File: src/rtl/tlul_pkg.sv
// rtl/tlul_pkg.sv - TL-UL opcodes, channel structs and response-entry type
package tlul_pkg;

  localparam int DataW = 32;
  localparam int SrcW  = 8;

  typedef enum logic [2:0] {
    PutFullData    = 3'h0,
    PutPartialData = 3'h1,
    Get            = 3'h4
  } tl_a_op_e;

  typedef enum logic [2:0] {
    AccessAck     = 3'h0,
    AccessAckData = 3'h1
  } tl_d_op_e;

  typedef struct packed {
    logic             a_valid;
    logic [2:0]       a_opcode;
    logic [2:0]       a_param;
    logic [1:0]       a_size;
    logic [SrcW-1:0]  a_source;
    logic [31:0]      a_address;
    logic [3:0]       a_mask;
    logic [DataW-1:0] a_data;
    logic             d_ready;
  } tl_h2d_t;

  typedef struct packed {
    logic             d_valid;
    logic [2:0]       d_opcode;
    logic [2:0]       d_param;
    logic [1:0]       d_size;
    logic [SrcW-1:0]  d_source;
    logic             d_sink;
    logic [DataW-1:0] d_data;
    logic             d_error;
    logic             a_ready;
  } tl_d2h_t;

  // One queued D-channel response
  typedef struct packed {
    logic [2:0]       opcode;
    logic [1:0]       size;
    logic [SrcW-1:0]  source;
    logic             error;
    logic [DataW-1:0] data;
  } tl_rsp_t;

  // Byte lanes covered by an access of 2^size bytes at byte offset lo
  function automatic logic [3:0] size_mask(input logic [1:0] size, input logic [1:0] lo);
    case (size)
      2'd0:    size_mask = 4'b0001 << lo;
      2'd1:    size_mask = 4'b0011 << lo;
      default: size_mask = 4'b1111;
    endcase
  endfunction

endpackage

File: src/rtl/fifo_sync.sv
// rtl/fifo_sync.sv - synchronous FIFO with occupancy count, push may coincide with pop
module fifo_sync #(
  parameter int Width = 8,
  parameter int Depth = 2,
  localparam int CntW = $clog2(Depth + 1),
  localparam int PtrW = (Depth > 1) ? $clog2(Depth) : 1
) (
  input  logic             clk_i,
  input  logic             rst_i,
  input  logic             s_tvalid,
  input  logic [Width-1:0] s_tdata,
  output logic             m_tvalid,
  input  logic             m_tready,
  output logic [Width-1:0] m_tdata,
  output logic [CntW-1:0]  count
);

  logic [Width-1:0] mem [Depth];
  logic [PtrW-1:0]  wr_ptr;
  logic [PtrW-1:0]  rd_ptr;
  logic             push;
  logic             pop;

  assign m_tvalid = (count != '0);
  assign m_tdata  = mem[rd_ptr];
  assign pop      = m_tvalid && m_tready;
  // A full FIFO still takes a push when the head leaves in the same cycle
  assign push     = s_tvalid && ((count < CntW'(Depth)) || pop);

  // Pointer and occupancy bookkeeping; simultaneous push/pop leaves count alone
  always_ff @(posedge clk_i) begin
    if (rst_i) begin
      wr_ptr <= '0;
      rd_ptr <= '0;
      count  <= '0;
    end else begin
      if (push) wr_ptr <= (wr_ptr == PtrW'(Depth - 1)) ? '0 : wr_ptr + PtrW'(1);
      if (pop)  rd_ptr <= (rd_ptr == PtrW'(Depth - 1)) ? '0 : rd_ptr + PtrW'(1);
      case ({push, pop})
        2'b10:   count <= count + CntW'(1);
        2'b01:   count <= count - CntW'(1);
        default: count <= count;
      endcase
    end
  end

  // Entry storage needs no reset; only count/pointers define validity
  always_ff @(posedge clk_i) begin
    if (push) mem[wr_ptr] <= s_tdata;
  end

endmodule

File: src/rtl/tl_sram_bridge.sv
// rtl/tl_sram_bridge.sv - TL-UL device to single-port SRAM bridge with response FIFO
module tl_sram_bridge
  import tlul_pkg::*;
#(
  parameter int SramAw   = 12,
  parameter int RspDepth = 2
) (
  input  logic              clk_i,
  input  logic              rst_i,
  input  tl_h2d_t           tl_i,
  output tl_d2h_t           tl_o,
  output logic              req_o,
  output logic              we_o,
  output logic [SramAw-1:0] addr_o,
  output logic [31:0]       wdata_o,
  output logic [31:0]       wmask_o,
  input  logic [31:0]       rdata_i
);

  localparam int CntW = $clog2(RspDepth + 1);

  logic [CntW-1:0] fifo_count;
  logic [CntW:0]   occupancy;
  logic            a_ready;
  logic            accept;
  logic            a_err;
  logic            op_ok;
  logic            align_ok;
  logic            mask_ok;
  logic [3:0]      lanes;

  logic            inflight_q;
  logic [2:0]      inf_op_q;
  logic [1:0]      inf_size_q;
  logic [SrcW-1:0] inf_source_q;
  logic            inf_err_q;

  tl_rsp_t         push_entry;
  tl_rsp_t         head;
  logic            fifo_valid;
  logic [$bits(tl_rsp_t)-1:0] fifo_head;

  logic            unused_bits;
  assign unused_bits = ^{tl_i.a_param, tl_i.a_address[31:SramAw+2]};

  // The in-flight request will need a FIFO slot next cycle, so it counts as occupied
  assign occupancy = {1'b0, fifo_count} + {{CntW{1'b0}}, inflight_q};
  assign a_ready   = !rst_i && (occupancy < (CntW + 1)'(RspDepth));
  assign accept    = tl_i.a_valid && a_ready;
  assign lanes     = size_mask(tl_i.a_size, tl_i.a_address[1:0]);

  // Request legality: opcode, size/alignment, and full-lane mask for PutFullData
  always_comb begin
    op_ok = (tl_i.a_opcode == Get) || (tl_i.a_opcode == PutFullData) ||
            (tl_i.a_opcode == PutPartialData);
    case (tl_i.a_size)
      2'd0:    align_ok = 1'b1;
      2'd1:    align_ok = !tl_i.a_address[0];
      2'd2:    align_ok = (tl_i.a_address[1:0] == 2'b00);
      default: align_ok = 1'b0;
    endcase
    mask_ok = (tl_i.a_opcode != PutFullData) || ((tl_i.a_mask & lanes) == lanes);
    a_err   = !(op_ok && align_ok && mask_ok);
  end

  // SRAM side: strobe only for legal accepts; everything quiet while in reset
  always_comb begin
    req_o   = accept && !a_err;
    we_o    = req_o && (tl_i.a_opcode != Get);
    addr_o  = '0;
    wdata_o = '0;
    wmask_o = '0;
    if (!rst_i) begin
      addr_o  = tl_i.a_address[SramAw+1:2];
      wdata_o = tl_i.a_data;
      for (int b = 0; b < 4; b++) wmask_o[8*b +: 8] = {8{tl_i.a_mask[b]}};
    end
  end

  // One-entry in-flight stage waiting for the SRAM read data
  always_ff @(posedge clk_i) begin
    if (rst_i) begin
      inflight_q <= 1'b0;
    end else begin
      inflight_q <= accept;
    end
    if (accept) begin
      inf_op_q     <= tl_i.a_opcode;
      inf_size_q   <= tl_i.a_size;
      inf_source_q <= tl_i.a_source;
      inf_err_q    <= a_err;
    end
  end

  // Build the response entry pushed the cycle after acceptance
  always_comb begin
    push_entry        = '0;
    push_entry.size   = inf_size_q;
    push_entry.source = inf_source_q;
    push_entry.error  = inf_err_q;
    if ((inf_op_q == Get) && !inf_err_q) begin
      push_entry.opcode = AccessAckData;
      push_entry.data   = rdata_i;
    end else begin
      push_entry.opcode = AccessAck;
      push_entry.data   = '0;
    end
  end

  fifo_sync #(
    .Width ($bits(tl_rsp_t)),
    .Depth (RspDepth)
  ) u_rsp_fifo (
    .clk_i    (clk_i),
    .rst_i    (rst_i),
    .s_tvalid (inflight_q),
    .s_tdata  (push_entry),
    .m_tvalid (fifo_valid),
    .m_tready (tl_i.d_ready),
    .m_tdata  (fifo_head),
    .count    (fifo_count)
  );

  assign head = fifo_head;

  // D channel straight from the FIFO head; forced to zero during reset
  always_comb begin
    tl_o = '0;
    if (!rst_i) begin
      tl_o.a_ready  = a_ready;
      tl_o.d_valid  = fifo_valid;
      tl_o.d_opcode = head.opcode;
      tl_o.d_size   = head.size;
      tl_o.d_source = head.source;
      tl_o.d_error  = head.error;
      tl_o.d_data   = head.data;
    end
  end

endmodule
File: config.mk
export PLATFORM = sky130hd
export DESIGN_NAME = tl_sram_bridge
export DESIGN_NICKNAME = d
export VERILOG_FILES = /design/src/rtl/tlul_pkg.sv /design/src/rtl/fifo_sync.sv /design/src/rtl/tl_sram_bridge.sv
export SDC_FILE = /design/constraint.sdc
export NUM_CORES = 1
export LEC_CHECK = 0
export CAP_MARGIN = 20
export CORE_MARGIN = 2
export CORE_UTILIZATION = 40
export CTS_CLUSTER_DIAMETER = 100
export DETAILED_ROUTE_END_ITERATION = 8
export GPL_ROUTABILITY_DRIVEN = 0
export PLACE_DENSITY = 0.9
export RECOVER_POWER = 50
export SYNTH_ARGS = -nofsm -noshare
export SYNTH_HDL_FRONTEND = slang
export SYNTH_SLANG_ARGS = --single-unit
File: constraint.sdc
create_clock -name clk_i -period 3.3 [get_ports clk_i]
set_input_delay 0.495 -clock clk_i [delete_from_list [all_inputs] [get_ports clk_i]]
set_output_delay 0.495 -clock clk_i [all_outputs]
set_load 0.02 [all_outputs]
==> impl_metrics.env <==
export IMPL_cts_htree_levels=3
export IMPL_global_route_wire_length_before_repair_um=17480
export IMPL_wirelength_um=11560
export IMPL_final_setup_skew_ps=14.59
export IMPL_fin_crit_ps=3002
export IMPL_drt_pass1_iter_count=4
export IMPL_num_rows=40
export IMPL_final_nets=682
export IMPL_cts_sinks=108
export IMPL_crit_path_max_fanout=5
export IMPL_detail_route_iter0_violations=175
export IMPL_detail_route_drc_violations=0
export IMPL_switching_share_pct=29.25
export IMPL_first_global_vias=3484
export IMPL_initial_antenna_violation_count=0
export IMPL_cts_inserted_buffers=9
export IMPL_diodes=0
export IMPL_ff2ff_path_depth=4
export IMPL_worst_hold_path_type="flop to flop"
export IMPL_pwr_share_clk_pct=25.8
export IMPL_core_area_um2=11960
export IMPL_unrepaired_setup_endpoints_after_global_routing="no"
export IMPL_ys_warn_count=0
export IMPL_fraction_of_power_consumed_by_sequential_logic_pct=44.2
export IMPL_die_height_um=114.7
export IMPL_timing_hold_worst_path_depth=0
export IMPL_worst_slew_pin_transition_ps=1367
export IMPL_ys_ff_latch=108
export IMPL_avgSynthCellArea_um2=13.27
export IMPL_timing_reg2reg_setup_slack_ps=970
export IMPL_start_kind="input port"
export IMPL_io_buffer_count=222
export IMPL_fp_dieArea_um2=13150
export IMPL_synth_area_top_cells="edfxtp_1 (63%), mux2i_1 (9.2%), nor2b_1 (6.3%), buf_4 (5.2%), nor2_1 (4.1%)"
export IMPL_die_x_um=114.7
export IMPL_fin_tns_setup_ps=0
export IMPL_hold_viol=0
export IMPL_critical_path_class="input port to primary output"
export IMPL_post_synth_top_count_cell="edfxtp_1"
export IMPL_critPathArrivalTime_ps=2510
export IMPL_fillCellCount=947
export IMPL_post_synth_edffs=102
export IMPL_cp_data_required_time_ps=2800
export IMPL_clkLatencyLatePin_ps=340
export IMPL_number_of_pins_exceeding_their_max_slew_limit_in_the_final_report=0
export IMPL_start_util_pct=40.95
export IMPL_setup_viol_count_final=0
export IMPL_globalRouteOverflowTotal=0
export IMPL_p_leak_uw=0.002480
export IMPL_cts_resized_gates=0
export IMPL_yosys_most_used_dff="edfxtp_1"
export IMPL_fraction_of_layout_cells_with_a_size_suffix_above_1_pct=4.240
export IMPL_grt_start_max_net_pins=77
export IMPL_clkTransAtPathRegs_ps=60
export IMPL_synthToLayoutAreaGrowth_pct=49.27
export IMPL_p_int_uw=2728
export IMPL_io_pins=250
export IMPL_sequential_fraction_of_the_synthesis_area_pct=64.98
export IMPL_fmaxAchievable_ghz=0.3332
export IMPL_maxCapViolations=0
export IMPL_worst_ir_drop_vdd_mv=0.2499
export IMPL_yosys_area_top_type_share_pct=62.53
export IMPL_critPathMaxStageDelay_ps=650
export IMPL_critical_path_slowest_cell="dlygate4sd3_1"
export IMPL_global_routing_usage_summed_across_all_routing_layers_pct=17.14
export IMPL_crit_path_cell_trace="dlygate4sd3_1 > nor3_1 > a221oi_2 > o211ai_1 > a211oi_2 > clkdlybuf4s50_1"
export IMPL_synthTopCellsByCount="edfxtp_1 (102), nor2_1 (54), nor2b_1 (49)"
export IMPL_multiInputGateArea_um2=1371
export IMPL_power_net_switching_uw=1128
export IMPL_netlist_cell_type_count=31
export IMPL_p_comb_share_pct=30.0
export IMPL_drtAntennaViolNets=0
export IMPL_biggest_area_consumer_among_synthesized_cells="edfxtp_1"
export IMPL_maximum_clock_path_buffer_count=2
export IMPL_post_drt_via_cell_ratio=4.724
export IMPL_synthesized_instance_count=369
export IMPL_power_density_cell_area_nw_per_um2=527.3
export IMPL_timing_max_slew_rel_slack_pct=8.875
export IMPL_routed_via_count=3368
export IMPL_clock_tree_from_tritoncts="yes"
export IMPL_clock_root_buffer="clkbuf_16"
export IMPL_outcome="complete, no violations"
export IMPL_post_cts_buffers=0
export IMPL_fraction_of_registers_with_async_set_reset_pct=0
export IMPL_worst_hold_slack_ps=446.3
export IMPL_endpoint_kind="primary output"
export IMPL_holdBufCountCts=0
export IMPL_post_drt_wl_per_cell_um=16.22
export IMPL_dp_final_hpwl_um=8306
export IMPL_mappedNetlistArea_um2=4898
export IMPL_final_seq_area_um2=3184
export IMPL_fin_crit_sh_pct=90.96
==> worst max-delay path, delay by kind of cell <==
| kind | cells | cell delay, ps |
|---|---|---|
| AO/OA/AOI/OAI | 3 | 630 |
| buffers and inverters | 2 | 1280 |
| AND/OR/NAND/NOR | 1 | 100 |
==> per-stage QoR <==
step                instance area (um^2)  std cells  power [uW]  setup WS (ps)  utilization (%)
detailed placement                  7077        697        2915          393.6            59.16
global placement                    7077        697        2878          409.2            59.16
finish                              7312        713        3855          298.4            61.13
floorplan                           4917        374        2404          385.6                -
CTS                                 7351        713        3907          381.4            61.45
global route                        7312        713        4028          164.1            61.13
==> power groups by stage <==
stage | clock network, uW | logic [uW] | registers, uW
global route | 1080 | 1240 | 1710
CTS | 1020 | 1190 | 1700
detailed placement | 0 | 1180 | 1730
global placement | 0 | 1160 | 1720
floorplan | 0 | 683 | 1720
finish | 996 | 1160 | 1700
==> path summary, 6_finish.rpt <==
check / startpoint / endpoint
worst max-delay path: tl_i[84] / we_o
worst min-delay path: inf_size_q[1]$_DFFE_PP_ / u_rsp_fifo.mem[0][42]$_DFFE_PP_
worst max register to register: u_rsp_fifo.count[1]$_SDFFE_PP0P_ / u_rsp_fifo.mem[1][16]$_DFFE_PP_
worst min register to register: inf_size_q[1]$_DFFE_PP_ / u_rsp_fifo.mem[0][42]$_DFFE_PP_
==> logic make-up (layout without fill, tap and decap cells) <==
| logic type | Yosys count | count (layout) | share of synthesized area [%] |
|---|---|---|---|
| DFF | 108 | 108 | 64.98 |
| xor gates and xnor gates | 4 | 4 | 0.7153 |
| adders and majority gates | 1 | 1 | 0.2554 |
| and+or+nand+nor | 142 | 142 | 15.68 |
| buffers and inverters | 57 | 249 | 7.203 |
| other | 1 | 6 | 0.07655 |
| muxes | 45 | 45 | 9.195 |
| AOI/OAI and AO/OA | 11 | 11 | 1.890 |
==> state kept, by name (all words and copies together), names as in the netlist, named ones only <==
signal             cells
inflight_q             1
u_rsp_fifo.wr_ptr      1
inf_source_q           8
u_rsp_fifo.rd_ptr      1
inf_err_q              1
u_rsp_fifo.mem        88
inf_op_q               3
inf_size_q             2
u_rsp_fifo.count       2
==> cells in the final DEF, fill, tap and decap left out, drive strengths merged, types with 2 or more instances in the layout <==
| cell type | count |
|---|---|
| buf | 4 |
| mux2i | 45 |
| nor2b | 49 |
| clkinv | 3 |
| a211oi | 2 |
| conb | 6 |
| dfxtp | 6 |
| nor2 | 54 |
| dlygate4sd3 | 14 |
| and2 | 32 |
| clkdlybuf4s50 | 207 |
| xnor2 | 3 |
| edfxtp | 102 |
| clkbuf | 14 |
| or3 | 2 |
| o21ai | 2 |
| inv | 7 |
==> routing by layer <==
metal  GRT usage, %  part of all wire (%)  vias up
li1               -                     -     1619
met1          20.04                    40     1625
met2          31.32                    54      115
met3          4.129                   5.9        9
met4          4.634                  0.68        0
met5              0                     0        -
==> final cells by class <==
class | instances | share of cell area, %
Inverter | 4 | 0.2053
Multi-Input combinational cell | 209 | 18.75
Tap cell | 147 | 2.515
Clock inverter | 6 | 0.6160
Sequential cell | 108 | 43.55
Timing Repair Buffer | 229 | 31.23
Clock buffer | 10 | 3.131
Power figures use the tool's default switching activity.
